--- config.mk ---
export PLATFORM = sky130hd
export DESIGN_NAME = if_debug_ctrl
export DESIGN_NICKNAME = d
export VERILOG_FILES = /design/src/rtl/if_debug_ctrl.sv
export SDC_FILE = /design/constraint.sdc
export NUM_CORES = 1
export LEC_CHECK = 0
export ABC_AREA = 1
export BUFFER_PORTS_ARGS = -buffer_cell sky130_fd_sc_hd__buf_2
export CAP_MARGIN = 20
export CORE_MARGIN = 1.5
export CORE_UTILIZATION = 41
export CTS_CLUSTER_DIAMETER = 40
export DETAILED_ROUTE_END_ITERATION = 10
export GPL_TIMING_DRIVEN = 0
export PLACE_DENSITY = 0.73
export REMOVE_ABC_BUFFERS = 1
export SYNTH_ARGS = -nofsm -noshare
export SYNTH_HDL_FRONTEND = slang
export SYNTH_SLANG_ARGS = --single-unit
--- constraint.sdc ---
create_clock -name i_clk -period 1.4 [get_ports i_clk]
set_input_delay 0.28 -clock i_clk [delete_from_list [all_inputs] [get_ports i_clk]]
set_output_delay 0.28 -clock i_clk [all_outputs]
set_load 0.01 [all_outputs]
--- src/rtl/if_debug_ctrl.sv ---
// ---------------------------------------------------------------------------
// if_debug_ctrl
//
// Debug sequencer for the instruction-fetch stage. It loads a program into
// instruction memory from a received byte stream, then lets the pipeline
// free-run or advance one cycle at a time. It stops execution when a HALT
// word is fetched.
//
// Commands (accepted only in IDLE, except 'C' which is also accepted in HALTED):
//   'L' 0x4C  load a program, little-endian bytes, one word per INST_SZ/8 bytes
//   'R' 0x52  run until HALT is fetched
//   'S' 0x53  single step (one enabled cycle)
//   'C' 0x43  clear halt and pulse the pipeline reset
//
// Ports:
//   i_clk            clock
//   i_reset          synchronous active-high reset
//   i_rx_data        received byte
//   i_rx_valid       one-cycle strobe qualifying i_rx_data
//   i_instruction_F  instruction currently fetched by the IF stage
//   o_write          instruction memory write strobe
//   o_write_addr     byte address for the write
//   o_instruction    assembled instruction (memory write data)
//   o_enable         pipeline execution enable
//   o_pipe_reset     one-cycle pipeline clear pulse
//   o_loaded         a valid (HALT-terminated) program is in memory
//   o_halted         HALT was fetched
//   o_load_err       load filled MEM_DEPTH words without a HALT word
//   o_state          current state, for debug
//   o_cycle_count    enabled-cycle counter, saturating (only with
//                    IF_CYCLE_COUNT_EN defined)
//
// Optional feature macro: IF_CYCLE_COUNT_EN
// ---------------------------------------------------------------------------
module if_debug_ctrl #(
  parameter int INST_SZ    = 32,
  parameter int ADDR_SZ    = 32,
  parameter int MEM_DEPTH  = 64,
  parameter logic [INST_SZ-1:0] HALT_INSTR = 32'hFFFFFFFF
) (
  input  logic               i_clk,
  input  logic               i_reset,
  input  logic [7:0]         i_rx_data,
  input  logic               i_rx_valid,
  input  logic [INST_SZ-1:0] i_instruction_F,
  output logic               o_write,
  output logic [ADDR_SZ-1:0] o_write_addr,
  output logic [INST_SZ-1:0] o_instruction,
  output logic               o_enable,
  output logic               o_pipe_reset,
  output logic               o_loaded,
  output logic               o_halted,
  output logic               o_load_err,
  output logic [2:0]         o_state
`ifdef IF_CYCLE_COUNT_EN
  ,
  output logic [31:0]        o_cycle_count
`endif
);

  localparam int NB  = INST_SZ / 8;
  localparam int BCW = (NB > 1) ? $clog2(NB) : 1;
  localparam logic [BCW-1:0]     LAST_BYTE = BCW'(NB - 1);
  localparam logic [ADDR_SZ-1:0] LAST_ADDR = ADDR_SZ'((MEM_DEPTH - 1) * 4);

  localparam logic [7:0] CMD_L = 8'h4C;
  localparam logic [7:0] CMD_R = 8'h52;
  localparam logic [7:0] CMD_S = 8'h53;
  localparam logic [7:0] CMD_C = 8'h43;

  typedef enum logic [2:0] {
    IDLE   = 3'd0,
    LOAD   = 3'd1,
    WRITE  = 3'd2,
    RUN    = 3'd3,
    STEP   = 3'd4,
    HALTED = 3'd5
  } state_t;

  state_t               state_q, state_d;
  logic [BCW-1:0]       byte_cnt_q, byte_cnt_d;
  logic [ADDR_SZ-1:0]   addr_q, addr_d;
  logic [INST_SZ-1:0]   instr_q, instr_d;
  logic                 pipe_reset_q, pipe_reset_d;
  logic                 loaded_q, loaded_d;
  logic                 halted_q, halted_d;
  logic                 load_err_q, load_err_d;

  always_ff @(posedge i_clk) begin
    if (i_reset) begin
      state_q      <= IDLE;
      byte_cnt_q   <= '0;
      addr_q       <= '0;
      instr_q      <= '0;
      pipe_reset_q <= 1'b0;
      loaded_q     <= 1'b0;
      halted_q     <= 1'b0;
      load_err_q   <= 1'b0;
    end else begin
      state_q      <= state_d;
      byte_cnt_q   <= byte_cnt_d;
      addr_q       <= addr_d;
      instr_q      <= instr_d;
      pipe_reset_q <= pipe_reset_d;
      loaded_q     <= loaded_d;
      halted_q     <= halted_d;
      load_err_q   <= load_err_d;
    end
  end

  always_comb begin
    state_d      = state_q;
    byte_cnt_d   = byte_cnt_q;
    addr_d       = addr_q;
    instr_d      = instr_q;
    pipe_reset_d = 1'b0;
    loaded_d     = loaded_q;
    halted_d     = halted_q;
    load_err_d   = load_err_q;

    case (state_q)
      IDLE: begin
        if (i_rx_valid) begin
          case (i_rx_data)
            CMD_L: begin
              state_d    = LOAD;
              loaded_d   = 1'b0;
              load_err_d = 1'b0;
              halted_d   = 1'b0;
              addr_d     = '0;
              byte_cnt_d = '0;
            end
            CMD_R: if (loaded_q && !halted_q) state_d = RUN;
            CMD_S: if (loaded_q && !halted_q) state_d = STEP;
            CMD_C: begin
              pipe_reset_d = 1'b1;
              halted_d     = 1'b0;
            end
            default: ;
          endcase
        end
      end

      LOAD: begin
        if (i_rx_valid) begin
          // Little-endian assembly: byte k lands in bits [8k+7:8k].
          for (int b = 0; b < NB; b++) begin
            if (byte_cnt_q == BCW'(b)) instr_d[b*8 +: 8] = i_rx_data;
          end
          if (byte_cnt_q == LAST_BYTE) begin
            byte_cnt_d = '0;
            state_d    = WRITE;
          end else begin
            byte_cnt_d = byte_cnt_q + 1'b1;
          end
        end
      end

      WRITE: begin
        // The address advances after every write, including the final one,
        // so after an overflow it points one past the last word (no wrap).
        addr_d = addr_q + ADDR_SZ'(4);
        if (instr_q == HALT_INSTR) begin
          loaded_d = 1'b1;
          state_d  = IDLE;
        end else if (addr_q == LAST_ADDR) begin
          load_err_d = 1'b1;
          loaded_d   = 1'b0;
          state_d    = IDLE;
        end else begin
          state_d = LOAD;
        end
      end

      RUN: begin
        if (i_instruction_F == HALT_INSTR) begin
          halted_d = 1'b1;
          state_d  = HALTED;
        end
      end

      STEP: begin
        if (i_instruction_F == HALT_INSTR) begin
          halted_d = 1'b1;
          state_d  = HALTED;
        end else begin
          state_d = IDLE;
        end
      end

      HALTED: begin
        if (i_rx_valid && (i_rx_data == CMD_C)) begin
          pipe_reset_d = 1'b1;
          halted_d     = 1'b0;
          state_d      = IDLE;
        end
      end

      default: state_d = IDLE;
    endcase
  end

  // Write and enable decode from disjoint states, so they can never overlap.
  assign o_write       = (state_q == WRITE);
  assign o_enable      = (state_q == RUN) || (state_q == STEP);
  assign o_write_addr  = addr_q;
  assign o_instruction = instr_q;
  assign o_pipe_reset  = pipe_reset_q;
  assign o_loaded      = loaded_q;
  assign o_halted      = halted_q;
  assign o_load_err    = load_err_q;
  assign o_state       = state_q;

`ifdef IF_CYCLE_COUNT_EN
  logic [31:0] cycle_cnt_q;
  logic        cnt_clr;

  // Same acceptance condition as the 'C' command in the FSM.
  assign cnt_clr = i_rx_valid && (i_rx_data == CMD_C) &&
                   ((state_q == IDLE) || (state_q == HALTED));

  always_ff @(posedge i_clk) begin
    if (i_reset || cnt_clr) begin
      cycle_cnt_q <= '0;
    end else if (o_enable && (cycle_cnt_q != 32'hFFFFFFFF)) begin
      cycle_cnt_q <= cycle_cnt_q + 32'd1;
    end
  end

  assign o_cycle_count = cycle_cnt_q;
`endif

endmodule

==> metrics.md <==
| Metric | Value |
|---|---|
| Worst Path Max Fanout | `4` |
| IO Pins | `116` |
| Critical Path Slowest Stage Cell | `dfxtp_4` |
| Sequential power share | `50.8%` |
| CTS Buf Count | `9` |
| Residual DRC | `0` |
| Total power draw | `3910 uW` |
| CP Class | `reg -> reg` |
| Layout fillers | `736` |
| Syn avg cell area | `6.29 um2` |
| Pre-CTS WS | `-0.720 ns` |
| Die height | `100 um` |
| First-pass GRT wire length | `19900 um` |
| RePlAce Congestion | `0.899` |
| Number of buffers inserted by hold repair at cts | `0` |
| Final net count | `835` |
| Clock root buffer | `clkbuf_8` |
| Failing checks | `setup timing` |
| Syn-to-layout area delta | `56.4%` |
| Global Route Usage Sum | `24.9%` |
| #FFs+latches synth | `71` |
| Logic pwr share | `7.1%` |
| Routed Antenna Nets | `0` |
| Worst-path cell chain | `inv_4 -> buf_6 -> nand3_4 -> nor2_1 -> nor2_1 -> a21boi_1 -> nand3_1 -> nand2_1 -> a21oi_1` |
| Sink Count | `71` |
| Hold WS | `0.243 ns` |
| Clk_lat worst skew | `0.35 ns` |
| Initial DRC Count | `224` |
| Clock Skew | `0.00512 ns` |
| Synth Cell Area | `3890 um2` |
| Die Area | `10100 um2` |
| Final hold vios | `0` |
| Req. time, crit path | `1.63 ns` |
| IO Port Bufs | `113` |
| Overflow left after global routing | `0` |
| N_diodes | `0` |
| Vias per inst | `5.33` |
| CP dominant cell by count | `nor2_1` |
| Setup WS post-layout | `-0.192 ns` |
| Vias in the first global route | `4154` |
| Reg2reg setup slack | `-0.19 ns` |
| YS warnings | `0` |
| Crit path DAT | `1.82 ns` |
| Row count | `35` |
| Clock power share | `42.1%` |
| Fin area | `6090 um2` |
| H-tree levels | `3` |
| RSZ-0062 raised after global routing | `yes` |
| CTS tree | `done` |
| # Max-Cap Violations | `0` |
| Min Tclk post-route | `1.59 ns` |
| Slowest cell delay on critical path | `0.38 ns` |
| Wire per inst | `15.5 um` |
| Peak supply drop | `471 uV` |
| Vias after detailed routing | `4907` |
| Pint | `2960 uW` |
| Core Area | `9240 um2` |
| Die W | `100 um` |
| Leakage | `0.00286 uW` |
| Status | `finished with violations` |
| Post-synthesis sequential area ratio | `36.5%` |
| Period utilisation layout | `114%` |
| CP Launch Type | `register` |
| Initial Util | `42.2%` |
| Crit. End Element | `register` |
| Largest net degree at the start of global routing | `20` |
| Switch Pwr | `953 uW` |
| Post-synthesis cell type count | `33` |
| Final setup fails | `48` |
| Slew Viols, Final | `0` |
| PwrDens | `643 nW/um2` |
| Placed inst area | `4530 um2` |
| Share of layout cells above drive strength 1 | `45.8%` |
| HPWL Detailed | `8100 um` |
| Final WL | `14300 um` |
| Max Clk Rate | `0.628 GHz` |
| Hold Crit Class | `in -> reg` |
| DR pass1 iterations | `7` |
| Max clock buf depth | `2` |
| Initial antenna violation count | `0` |
| Sw Ratio | `24.3%` |
| Post-Synthesis Cells | `619` |
| Clock slew at reported path FFs | `0.07 ns` |
[routing by layer]
layer / vias to the layer above / global-route usage, % / wire [um] / share of wire [%]
met1: 2243 / 30.2 / 5430 / 38
met3: 53 / 5.69 / 1180 / 8.2
met5: - / 0 / 0 / 0
met2: 253 / 43.1 / 7090 / 50
met4: 0 / 9.21 / 602 / 4.2
li1: 2358 / - / - / -
[placed cells by master, fill, tap and decap left out, drive strengths merged]
cell type	Yosys	final
nand2	182	182
buf	11	163
nor2	94	94
dfxtp	71	71
inv	65	67
a21oi	57	57
o21ai	48	48
nand3	45	45
nor3	14	14
clkbuf	5	13
nand4	10	10
clkinv	1	6
ha	5	5
clkinvlp	0	4
a31oi	3	3
conb	1	2
and3	2	2
a211oi	1	1
or2	1	1
xor2	1	1
o211ai	1	1
a21boi	1	1
bufinv	0	1
[cell usage after synthesis]
cell      number  share of area [%]
inv_2          9               0.87
o21ai_2        1               0.22
nand3_4        1               0.45
xor2_1         1               0.22
nor2_2         5               0.80
nand4_1        9                1.4
nand2_2        5               0.80
nand4_2        1               0.32
clkbuf_1       5               0.48
clkinv_1       1              0.096
nand3_1       44                5.7
a21oi_1       57                7.3
or2_1          1               0.16
buf_6          1               0.29
buf_4          7                1.3
inv_1         55                5.3
ha_1           5                1.6
a211oi_1       1               0.19
conb_1         1              0.096
buf_2          3               0.39
nor3_2         1               0.26
dfxtp_1       71                 36
nor3_1        13                1.7
inv_4          1               0.16
nor2_4         1               0.29
and3_1         2               0.32
a31oi_1        3               0.48
nor2_1        88                8.5
o21ai_0       46                5.9
nand2_1      177                 17
o211ai_1       1               0.19
o21ai_4        1               0.42
a21boi_0       1               0.19
[worst paths after layout]
path,cells past startpoint,end,startpoint
setup / recovery,9,o_state[0]$_SDFFE_PP0P_,o_state[1]$_SDFFE_PP0P_
hold / removal,3,o_instruction[6]$_SDFFE_PP0P_,i_rx_data[6]
setup reg to reg,9,o_state[0]$_SDFFE_PP0P_,o_state[1]$_SDFFE_PP0P_
hold reg to reg,2,o_load_err$_SDFFE_PP0P_,o_load_err$_SDFFE_PP0P_
[cell type report]
cell class	count	area (um2)	share of cell area, %
clock buffer	12	145	2.38
clock inverter	4	45.0	0.740
inverter	66	314	5.16
multi-input combinational	467	2760	45.3
sequential	71	1500	24.7
tap	129	161	2.65
timing repair buffer	164	1080	17.7
timing repair inverter	8	83.8	1.38
[worst max-delay path: cells and delay by family, from the launching register on]
kind            cells  cell delay, ns
simple gates        5            0.56
flops               1            0.38
compound gates      2            0.37
buf+inv             2            0.16
[repair_timing]
| item | in CTS | in global routing |
|---|---|---|
| endpoints found under the setup margin | 68 | 73 |
| setup buffers | 21 | 31 |
| pin swaps | 14 | 31 |
| hold endpoints to repair | 0 | 0 |
| gates cloned | 6 | 3 |
| gates resized for setup | 94 | 194 |
[flip-flops by register name, indices dropped and copies added, names as in the netlist]
signal	flops
o_loaded	1
o_state	3
o_instruction	32
byte_cnt_q	2
o_pipe_reset	1
o_load_err	1
o_write_addr	30
o_halted	1
[kinds of logic after synthesis]
logic type,Yosys count,synth area share [%]
buffers and inverters,82,8.93
AO/OA/AOI/OAI,111,14.9
flip-flops,71,36.5
XOR/XNOR,1,0.225
AND/OR/NAND/NOR,348,37.7
other,1,0.0963
adder cells (fa/ha/maj),5,1.61
[power groups by stage]
| stage | Combinational, uW | Clock [uW] | Sequential, uW |
|---|---|---|---|
| global route | 298 | 1750 | 1990 |
| floorplan | 90.7 | 0 | 2070 |
| detailed placement | 195 | 0 | 2070 |
| CTS | 219 | 1660 | 2010 |
| finish | 276 | 1650 | 1990 |
| global placement | 192 | 0 | 2070 |
[stage by stage]
| step | setup TNS (ns) | utilization [%] | instances |
|---|---|---|---|
| 4_1_cts | -2.30 | 56.5 | 889 |
| 6_report | -4.02 | 65.9 | 921 |
| 3_5_place_dp | -24.88 | 49.0 | 846 |
| 2_1_floorplan | -1.38 | - | 604 |
| 5_1_grt | -7.10 | 65.9 | 921 |
| 3_3_place_gp | -24.03 | 49.0 | 846 |
Power figures use the tool's default switching activity.
